[config.mk]
export PLATFORM = sky130hd
export DESIGN_NAME = hcube_mm_ctrl
export DESIGN_NICKNAME = d
export VERILOG_FILES = /design/src/rtl/hcube_mm_ctrl.sv
export SDC_FILE = /design/constraint.sdc
export NUM_CORES = 1
export LEC_CHECK = 0
export CAP_MARGIN = 20
export CORE_AREA = 8 8 56 58
export DETAILED_ROUTE_END_ITERATION = 8
export DIE_AREA = 0 0 64 66
export GPL_TIMING_DRIVEN = 0
export PLACE_DENSITY = 0.85
export SYNTH_ARGS = -nofsm -noshare
export SYNTH_HDL_FRONTEND = slang
export SYNTH_SLANG_ARGS = --single-unit
[constraint.sdc]
create_clock -name CLK -period 4.5 [get_ports CLK]
set_input_delay 0.9 -clock CLK [delete_from_list [all_inputs] [get_ports CLK]]
set_output_delay 0.9 -clock CLK [all_outputs]
set_load 0.05 [all_outputs]
[src/rtl/hcube_mm_ctrl.sv]
// Control sequencer for hypercube matrix multiply on 2^DIM nodes:
// chunked load, A/B broadcast, local multiply, optional C reduction.
module hcube_mm_ctrl #(
   parameter  int DIM       = 3,
   parameter  int LOAD_W    = 4,
   parameter  int BA_STEPS  = 1,
   parameter  int BB_STEPS  = 1,
   parameter  int RED_STEPS = 0,
   localparam int P         = 1 << DIM,
   localparam int DW        = (DIM > 1) ? $clog2(DIM) : 1
) (
   input  logic          CLK,
   input  logic          RST,
   input  logic          STM,
   input  logic          ABORT,
   output logic [P-1:0]  ENa,
   output logic [P-1:0]  ENb,
   output logic [P-1:0]  ENc,
   output logic [P-1:0]  SEL,
   output logic [DW-1:0] DSEL,
   output logic [2:0]    PHASE,
   output logic          BUSY,
   output logic          EOM,
   output logic          DONE
);

   localparam int L    = P / LOAD_W;
   localparam int SMAX = (L > DIM) ? L : DIM;
   localparam int SW   = (SMAX > 1) ? $clog2(SMAX) : 1;

   localparam logic [SW-1:0] L_LAST   = SW'(L - 1);
   localparam logic [SW-1:0] BA_LAST  = SW'((BA_STEPS > 0) ? BA_STEPS - 1 : 0);
   localparam logic [SW-1:0] BB_LAST  = SW'((BB_STEPS > 0) ? BB_STEPS - 1 : 0);
   localparam logic [SW-1:0] RED_LAST = SW'((RED_STEPS > 0) ? RED_STEPS - 1 : 0);

   generate
      if (DIM < 1 || DIM > 6) begin : g_bad_dim
         $error("hcube_mm_ctrl: DIM out of range");
      end
      if (LOAD_W < 1 || LOAD_W > P || (LOAD_W & (LOAD_W - 1)) != 0) begin : g_bad_lw
         $error("hcube_mm_ctrl: LOAD_W illegal");
      end
      if (BA_STEPS < 0 || BB_STEPS < 0 || BA_STEPS + BB_STEPS > DIM) begin : g_bad_bc
         $error("hcube_mm_ctrl: broadcast steps illegal");
      end
      if (RED_STEPS < 0 || RED_STEPS > DIM) begin : g_bad_red
         $error("hcube_mm_ctrl: RED_STEPS illegal");
      end
   endgenerate

   typedef enum logic [2:0] {
      S_IDLE = 3'd0,
      S_LOAD = 3'd1,
      S_BCA  = 3'd2,
      S_BCB  = 3'd3,
      S_MUL  = 3'd4,
      S_RED  = 3'd5,
      S_FIN  = 3'd6
   } state_t;

   // Zero-length phases are bypassed at elaboration time.
   localparam state_t AFTER_LOAD = (BA_STEPS > 0) ? S_BCA :
                                   (BB_STEPS > 0) ? S_BCB : S_MUL;
   localparam state_t AFTER_BCA  = (BB_STEPS > 0) ? S_BCB : S_MUL;
   localparam state_t AFTER_MUL  = (RED_STEPS > 0) ? S_RED : S_FIN;

   state_t        state;
   state_t        next;
   logic [SW-1:0] s;
   logic [SW-1:0] s_next;

   function automatic logic [P-1:0] dim_mask(input int d, input logic one);
      logic [P-1:0] m;
      m = '0;
      for (int n = 0; n < P; n++) begin
         m[n] = ((((n >> d) & 1) == 1) == one);
      end
      return m;
   endfunction

   function automatic logic [P-1:0] load_mask(input int c);
      logic [P-1:0] m;
      m = '0;
      for (int n = 0; n < P; n++) begin
         m[n] = ((n / LOAD_W) == c);
      end
      return m;
   endfunction

   always_ff @(posedge CLK or posedge RST) begin
      if (RST) begin
         state <= S_IDLE;
         s     <= '0;
      end else begin
         state <= next;
         s     <= s_next;
      end
   end

   always_comb begin
      next = S_IDLE;
      case (state)
         S_IDLE: next = STM ? S_LOAD : S_IDLE;
         S_LOAD: next = (s == L_LAST) ? AFTER_LOAD : S_LOAD;
         S_BCA:  next = (s == BA_LAST) ? AFTER_BCA : S_BCA;
         S_BCB:  next = (s == BB_LAST) ? S_MUL : S_BCB;
         S_MUL:  next = AFTER_MUL;
         S_RED:  next = (s == RED_LAST) ? S_FIN : S_RED;
         S_FIN:  next = STM ? S_LOAD : S_IDLE;
         default: next = S_IDLE;
      endcase
      if (ABORT) begin
         next = S_IDLE;
      end
      s_next = '0;
      if (next == state && state != S_IDLE) begin
         s_next = s + 1'b1;
      end
   end

   always_comb begin
      int d;
      d     = 0;
      ENa   = '0;
      ENb   = '0;
      ENc   = '0;
      SEL   = '0;
      DSEL  = '0;
      PHASE = 3'd0;
      BUSY  = 1'b1;
      EOM   = 1'b0;
      DONE  = 1'b0;
      case (state)
         S_IDLE: begin
            BUSY = 1'b0;
            EOM  = 1'b1;
         end
         S_LOAD: begin
            PHASE = 3'd1;
            ENa   = load_mask(int'(s));
            ENb   = load_mask(int'(s));
         end
         S_BCA: begin
            PHASE = 3'd2;
            d     = int'(s);
            ENa   = dim_mask(d, 1'b1);
            SEL   = dim_mask(d, 1'b1);
            DSEL  = DW'(d);
         end
         S_BCB: begin
            PHASE = 3'd3;
            d     = BA_STEPS + int'(s);
            ENb   = dim_mask(d, 1'b0);
            SEL   = dim_mask(d, 1'b0);
            DSEL  = DW'(d);
         end
         S_MUL: begin
            PHASE = 3'd4;
            ENc   = '1;
         end
         // Lower-half nodes of the active dimension accumulate partner C.
         S_RED: begin
            PHASE = 3'd5;
            d     = DIM - 1 - int'(s);
            ENc   = dim_mask(d, 1'b0);
            SEL   = dim_mask(d, 1'b0);
            DSEL  = DW'(d);
         end
         S_FIN: begin
            PHASE = 3'd6;
            DONE  = 1'b1;
         end
         default: begin
            BUSY = 1'b0;
            EOM  = 1'b1;
         end
      endcase
   end

endmodule

# After elaboration in Yosys (flattened, before gate mapping)
# Cells that the tools add are included.
[totals] ff_bits=5 latchBits=0 ramBits=0 rom_bits=0 inputBits=4 output_inout_bits=40 elab_cells=78 mem_count=0
[classes] add_sub_neg=3 multipliers=0 n_div=0 n_lt_le_gt_ge=0 n_eq_ne=9 shift=24 mux=17 bitwise_logic=16 reduce_logical=7
[ops] op="3-bit by 32-bit >> shifter with 1-bit output, first input constant" n=4
[ops] op="1-bit by 32-bit >> shifter with 1-bit output, first input constant" n=2
[ops] op="2-bit by 32-bit >> shifter with 1-bit output, first input constant" n=2
[ops] op="8-bit case mux with 2 select lines" n=3
[ops] op="3-bit case mux with 6 select lines" n=2
[ops] op="8-bit case mux with 3 select lines" n=1
[ops] op="1-bit NOT" n=16
[ops] op="3-bit by 2-bit >> shifter with 1-bit output, first input constant" n=4
[ops] op="3-bit by 3-bit >> shifter with 1-bit output, first input constant" n=4
[ops] op="3-bit equality test, second input constant" n=3
[ops] op="3-bit by 2-bit equality test with 1-bit output, second input constant" n=2
[ops] op="2-bit 2-to-1 mux" n=3
[ops] op="3-bit 2-to-1 mux" n=2
[ops] op="2-bit case mux with 3 select lines" n=1
[ops] op="6-bit OR reduction" n=1
[ops] op="1-bit by 3-bit >> shifter with 1-bit output, first input constant" n=2
[ops] op="2-bit by 3-bit >> shifter with 1-bit output, first input constant" n=2
[ops] op="1-bit 2-to-1 mux" n=5
[ops] op="2-bit logical NOT" n=2
[ops] op="1-bit by 2-bit >> shifter with 1-bit output, first input constant" n=2
[ops] op="2-bit by 2-bit >> shifter with 1-bit output, first input constant" n=2
[ops] op="1-bit by 2-bit adder with 3-bit output, first input constant" n=1
[ops] op="3-bit by 1-bit equality test with 1-bit output, second input constant" n=1
[ops] op="3-bit equality test" n=1
[ops] op="other kinds (8)" n=8

# Depth between registers and ports, before layout
# Gate-level depths: netlist of run 1.
[depth] ltp_word=7 depth_mapped=7 mapped_depth_nobuf=6

# Least setup slack after synthesis of run 1
# Ideal clock, no wire load.
[synth_path] kind="reg-to-output" start="register s[1]" end="output port ENa[5]" arrival_time_ns=2.421 required_ns=3.600 path_slack_ns=1.179 stages_incl_launch_ff=7 path_buffers=1 cell_sequence="dfrtp_1 inv_1 ha_1 clkbuf_1 nand3_1 a21oi_1 a31o_2"
[synth_via] elab_chain_len=2 elab_cells_between_ends=3 cone_classes="eq/ne: 1; shift: 1; mux: 1"
[synth_rtl] element="start, declared" line_no="69" rtl="logic [SW-1:0] s;"
[synth_rtl] element="start signal, assigned" line_no="96" rtl="s <= s_next;"
[synth_rtl] element="3-bit by 2-bit >> shifter with 1-bit output / 2-bit equality test (equally long branches)" line_no="76, 85"
[synth_rtl] element="8-bit case mux with 2 select lines *" line_no="133" rtl="case (state)"
[synth_rtl] element="end, declared" line_no="16" rtl="output logic [P-1:0] ENa,"
# Every way passes the cells marked *; elsewhere a longest branch is shown, timed or not.

# Worst setup path in the final report of run 1
# Ends and elaborated chain as after synthesis.

==> results of run 1 <==
flip-flops by register name, summed over array words and instances (netlist names):
signal and flops:
s 2, state 3
worst paths after layout:
kind,startpoint,endpoint,slack [ns],cells past startpoint
worst max-delay path,s[1]$_DFF_PP0_,ENa[5],0.69,7
worst min-delay path,s[0]$_DFF_PP0_,s[0]$_DFF_PP0_,0.57,1
worst max register to register,s[1]$_DFF_PP0_,state[1]$_DFF_PP0_,2.41,5
worst min register to register,s[0]$_DFF_PP0_,s[0]$_DFF_PP0_,0.57,1
max in group asynchronous,RST,state[0]$_DFF_PP0_,3.50,2
min in group asynchronous,RST,state[1]$_DFF_PP0_,0.85,2
worst max-delay path, stage by stage, from the launching register on:
cell and delay, ns:
dfrtp_1 0.48, inv_1 0.20, ha_1 0.25, clkbuf_1 0.39, nand3_1 0.19, a21oi_1 0.22
a31o_2 0.14, clkdlybuf4s50_1 0.80
report_power, final:
part / switching, mW / total [mW] / internal [mW]
logic: 0.318 / 0.486 / 0.168
registers: 0.0103 / 0.0613 / 0.0510
clock network: 0.0175 / 0.0510 / 0.0335
final cells by class:
class / count / area, um2
Clock buffer: 4 / 26.3
Timing Repair Buffer: 43 / 430
Tap cell: 30 / 37.5
Multi-Input combinational cell: 105 / 687
Sequential cell: 5 / 125
Fill cell: 207 / 870
Inverter: 9 / 33.8
Buffer: 16 / 110
stage by stage:
step                std cells  cell area (um2)  hold slack (ns)  setup WS, ns  power, mW
finish                    212             1450            0.571         0.688      0.598
CTS                       212             1450            0.573         0.727      0.601
global route              212             1450            0.588         0.528      0.633
floorplan                 135              956            0.507          1.18      0.412
detailed placement        208             1420            0.568         0.998      0.547
global placement          208             1420            0.562          1.03      0.537
routing by layer:
layer / up-vias / part of all wire
li1: 562 / -
met2: 42 / 0.51
met1: 511 / 0.39
met5: - / 0
met3: 4 / 0.084
met4: 0 / 0.015
synthesized netlist by cell type, drive strengths merged:
cell type / count
a32oi: 1
nor2b: 3
xor2: 1
or2b: 1
nand2b: 4
a31oi: 1
nor4bb: 1
dfrtp: 5
xnor2: 4
inv: 9
nand2: 7
ha: 6
a2111oi: 1
nand3: 4
o21ai: 3
a221oi: 1
buf: 14
a22oi: 1
clkbuf: 2
o31a: 1
and2: 2
o311ai: 1
a21boi: 1
mux2i: 4
o32a: 1
a31o: 1
o22ai: 7
nor4b: 1
nor3: 1
and2b: 1
a21oi: 21
a211oi: 4
nor2: 20
cell families (layout without fill, tap and decap cells):
kind of cell,count (synthesis),count (layout),synth area share
xor+xnor,5,5,0.0537
flops,5,5,0.131
fa+ha+maj,6,6,0.0785
mux,4,4,0.0419
compound gates,45,45,0.297
simple gates,45,45,0.247
buf+inv,25,72,0.151
==> metrics.txt, run 1 <==
core box area 2320 um2; vias in the first global route 1143; Reg clk slew, reported paths 0.04 ns; global-route wire length before repair 5.21 mm; commonest non-fill, non-tap cell in the layout clkdlybuf4s50_1; Rows 18; unrepaired setup endpoints after global routing false; number of diodes 0; Final Util 0.625; HP Class register to register; Final Cycle Share 0.847; flops & latches, synth 5; Slew Limit Fails 0; CTS max path bufs 2; Worst Path Required 3.60 ns; I/O Pins 44; total clock sinks 5; fmax 262 MHz; GRT met3 Usage 0.0424; Tmin final 3.81 ns; hpwl dp 2.50 mm; Post-route DRC 0; post-synthesis cell area 956 um2; initial drt markers 39; Fin Setup TNS 0 ns; setup bufs post-CTS 0; Critical Path Fanout Max 10; M1 GR Usage 0.159; Mean Syn Cell Area 7.08 um2; register area share after synthesis 0.131; Power per Cell Area 412 nW/um2; Initial Util 0.412; CTS tree yes; Final nets 193; Worst setup EP type output pin; Vias 1119; status finished, final reports clean; final wirelength 3.13 mm; Worst Skew 0.000724 ns; CTS Hold Bufs 0; drt pass-1 iters 4; Worst setup SP type register; post-CTS sizing 0; PortBufs 43; synth top area cells dfrtp_1 13%, a21oi_1 11%, ha_1 7.9%; Die Span Y 66 um; die width 64 um; final hold violation count 0; CP arrival 2.91 ns; synth warn 2; gr busiest metal met2; actual slew at the worst max-slew pin 0.528 ns; count of final setup violators 0; Max Cap Viol 0; Post-DRT Antenna Nets 0; Total Routing Usage GR 0.146; drt wl/cell 14.8 um; grt met2 use 0.260; CTS buffer count 3; commonest cells after routing, fill and taps aside 43 x clkdlybuf4s50_1, 21 x a21oi_1, 20 x nor2_1; worst-skew pair later-pin latency 0.24 ns; cell count after synthesis 135; area leader, netlist dfrtp_1; H-tree levels 1; Peak VDD IR 0.315 mV; P_leak 0.570 nW; layout cells sized above 1 0.126; pin count of the biggest net entering global routing 11; synth unique cells 39; Via density 5.28; crit path kind register to output pin; Area Growth Syn to Fin 51.7%; Die ar. 4220 um2; Syn Nets 145; antenna violations before repair 0; worst rel slew slack 0.647; top-area cell type share of the netlist area 0.131; RD Place Congestion 0.917; GRT Residual Overflow 0; CTS root buffer clkbuf_4
(Power assumes the default switching activity.)
==> inputs of run 2 (changes only) <==
CORE_AREA = 8 8 46 75   (was 8 8 56 58)
DIE_AREA = 0 0 54 83   (was 0 0 64 66)
PLACE_DENSITY = 0.8   (was 0.85)
clock period = 3.6 ns   (was 4.5 ns; I/O delays follow)
==> metrics.txt, run 2 (synthesis gave the netlist of run 1 again) <==
Worst Skew 0.000946 ns (+0.000222 ns); worst-skew pair later-pin latency 0.22 ns (-0.02 ns); Worst Path Required 2.88 ns (-0.72 ns); number of flip-flops in the largest register 3 (unchanged); PortBufs 43 (unchanged); CTS tree yes; final wirelength 3.24 mm (+3.6%); crit path kind register to output pin; Metal-1 WL 1.20 mm (-2.8%); Reg clk slew, reported paths 0.03 ns (about the same); CTS root buffer clkbuf_8; commonest non-fill, non-tap cell in the layout clkdlybuf4s50_1; Max stage delay on crit path 0.85 ns (+0.05 ns); Die ar. 4480 um2 (+6.1%); Rows 24 (+6); cell internal pwr 0.348 mW (+38%); Final Cycle Share 0.916; Filler Cells Inserted 242 (+17%); wire length on met2 1.79 mm (+13%); pin count of the biggest net entering global routing 11 (unchanged); top sig layer met4; antenna violations before repair 0 (unchanged); Post-Place Setup Slack 0.223 ns (-0.774 ns); Vias 1167 (+4.3%); Die Span Y 83 um (+26%); Max Cap Viol 0 (unchanged); Power per Cell Area 532 nW/um2 (+29%); Total Routing Usage GR 0.140 (-0.00633); vias in the first global route 1181 (+3.3%); Worst setup EP type output pin; CTS buffer count 3 (unchanged); P_leak 0.622 nW (+9.1%); fmax 303 MHz; global-route wire length before repair 5.15 mm (-1.2%); die width 54 um (-16%); Gate power share 0.773 (-0.039); initial drt markers 37 (-5.1%); final hold violation count 0 (unchanged); Via density 5.61 (+6.3%); I/O Pins 44 (unchanged); HP Class register to register; Bufs and invs on worst path 3 (unchanged); status finished, final reports clean; CP max stage cell clkdlybuf4s50_1; Tmin final 3.30 ns; Worst setup SP type register; CP arrival 2.58 ns (-0.33 ns); drt wl/cell 15.6 um (+5.6%); setup ws final 0.302 ns (-0.386 ns); Post-DRT Antenna Nets 0 (unchanged); Final nets 193 (unchanged); largest registers state: 3 flops, s: 2 flops; Design Area, Final 1470 um2 (+1.3%); Psw 0.434 mW (+25%); switching share of power 0.554 (-0.0235); drt pass-1 iters 4 (unchanged); hpwl dp 2.62 mm (+5.0%); Final Instance Count excl. Fillers 208 (-1.9%); H-tree levels 1 (unchanged); number of diodes 0 (unchanged); core box area 2460 um2 (+6.1%); Top reg by flops state; Slew Limit Fails 0 (unchanged); Post-route DRC 0 (unchanged); sequential share of power 0.098 (-0.004); worst path cell trace inv_1 -> ha_1 -> clkbuf_2 -> nand2_1 -> o311ai_0 -> o21ai_0 -> clkdlybuf4s50_1; GRT Residual Overflow 0 (unchanged); Peak VDD IR 0.274 mV (-13%); commonest cells after routing, fill and taps aside 40 x clkdlybuf4s50_1, 21 x a21oi_1, 20 x nor2_1; count of final setup violators 0 (unchanged); clock share of power 0.129 (+0.044); total clock sinks 5 (unchanged); Initial Util 0.388 (-0.0239); Fin Setup TNS 0 ns (unchanged); layout cells sized above 1 0.132 (+0.00549); Critical Path Fanout Max 10 (unchanged); Worst R2R Setup Slack 1.55 ns (-0.86 ns); CTS max path bufs 2 (unchanged); met3 WL 214 um (-18%); worst rel slew slack 0.652 (+0.00572); Area Growth Syn to Fin 53.7%; RD Place Congestion 0.865 (-5.6%); actual slew at the worst max-slew pin 0.521 ns (-0.00777 ns); CP delay by family, top buffers and inverters; Placed Cells 204 (-1.9%); unrepaired setup endpoints after global routing false; placed cell area 1420 um2 (-0.35%)
[run 2: final cells by class]
class	count	area, um2	area share
flip-flops and latches	5	125	0.0852
well taps	26	32.5	0.0221
repair buffers	43	434	0.296
plain buffers	16	111	0.0758
multi-input cells	105	687	0.468
clock buffers	4	45.0	0.0307
inverters	9	33.8	0.0230
[run 2: power groups by stage]
stage,logic [mW],registers (mW),clock network [mW]
detailed placement,0.608,0.0769,0
CTS,0.607,0.0763,0.105
global placement,0.597,0.0768,0
finish,0.605,0.0766,0.101
global route,0.640,0.0777,0.108
floorplan,0.442,0.0739,0
[run 2: worst paths after layout]
| kind | startpoint | end | cells past startpoint |
|---|---|---|---|
| setup / recovery | s[1]$_DFF_PP0_ | SEL[5] | 7 |
| hold / removal | s[0]$_DFF_PP0_ | s[0]$_DFF_PP0_ | 1 |
| setup reg to reg | s[1]$_DFF_PP0_ | s[0]$_DFF_PP0_ | 7 |
| hold reg to reg | s[0]$_DFF_PP0_ | s[0]$_DFF_PP0_ | 1 |
| max in group asynchronous | RST | s[1]$_DFF_PP0_ | 2 |
| min in group asynchronous | RST | state[1]$_DFF_PP0_ | 2 |
[run 2: through the flow]
| stage | util | power [mW] | hold WS, ns |
|---|---|---|---|
| 2_1_floorplan | - | 0.516 | 0.499 |
| 3_3_place_gp | 0.576 | 0.673 | 0.563 |
| 3_5_place_dp | 0.576 | 0.685 | 0.577 |
| 4_1_cts | 0.594 | 0.789 | 0.584 |
| 5_1_grt | 0.597 | 0.825 | 0.611 |
| 6_report | 0.597 | 0.782 | 0.589 |
[run 2: routing by layer]
layer / vias up / track usage
li1: 563 / -
met1: 559 / 0.145
met2: 41 / 0.260
met3: 4 / 0.0179
met4: 0 / 0.0518
met5: - / 0
[run 2: repair_timing]
action                                  CTS  global route
endpoints found under the hold margin     0             0
setup buffers                             0             0
pin swaps                                 0             0
hold buffers                              0             0
resized for setup                         1             4
endpoints found under the setup margin    1             4
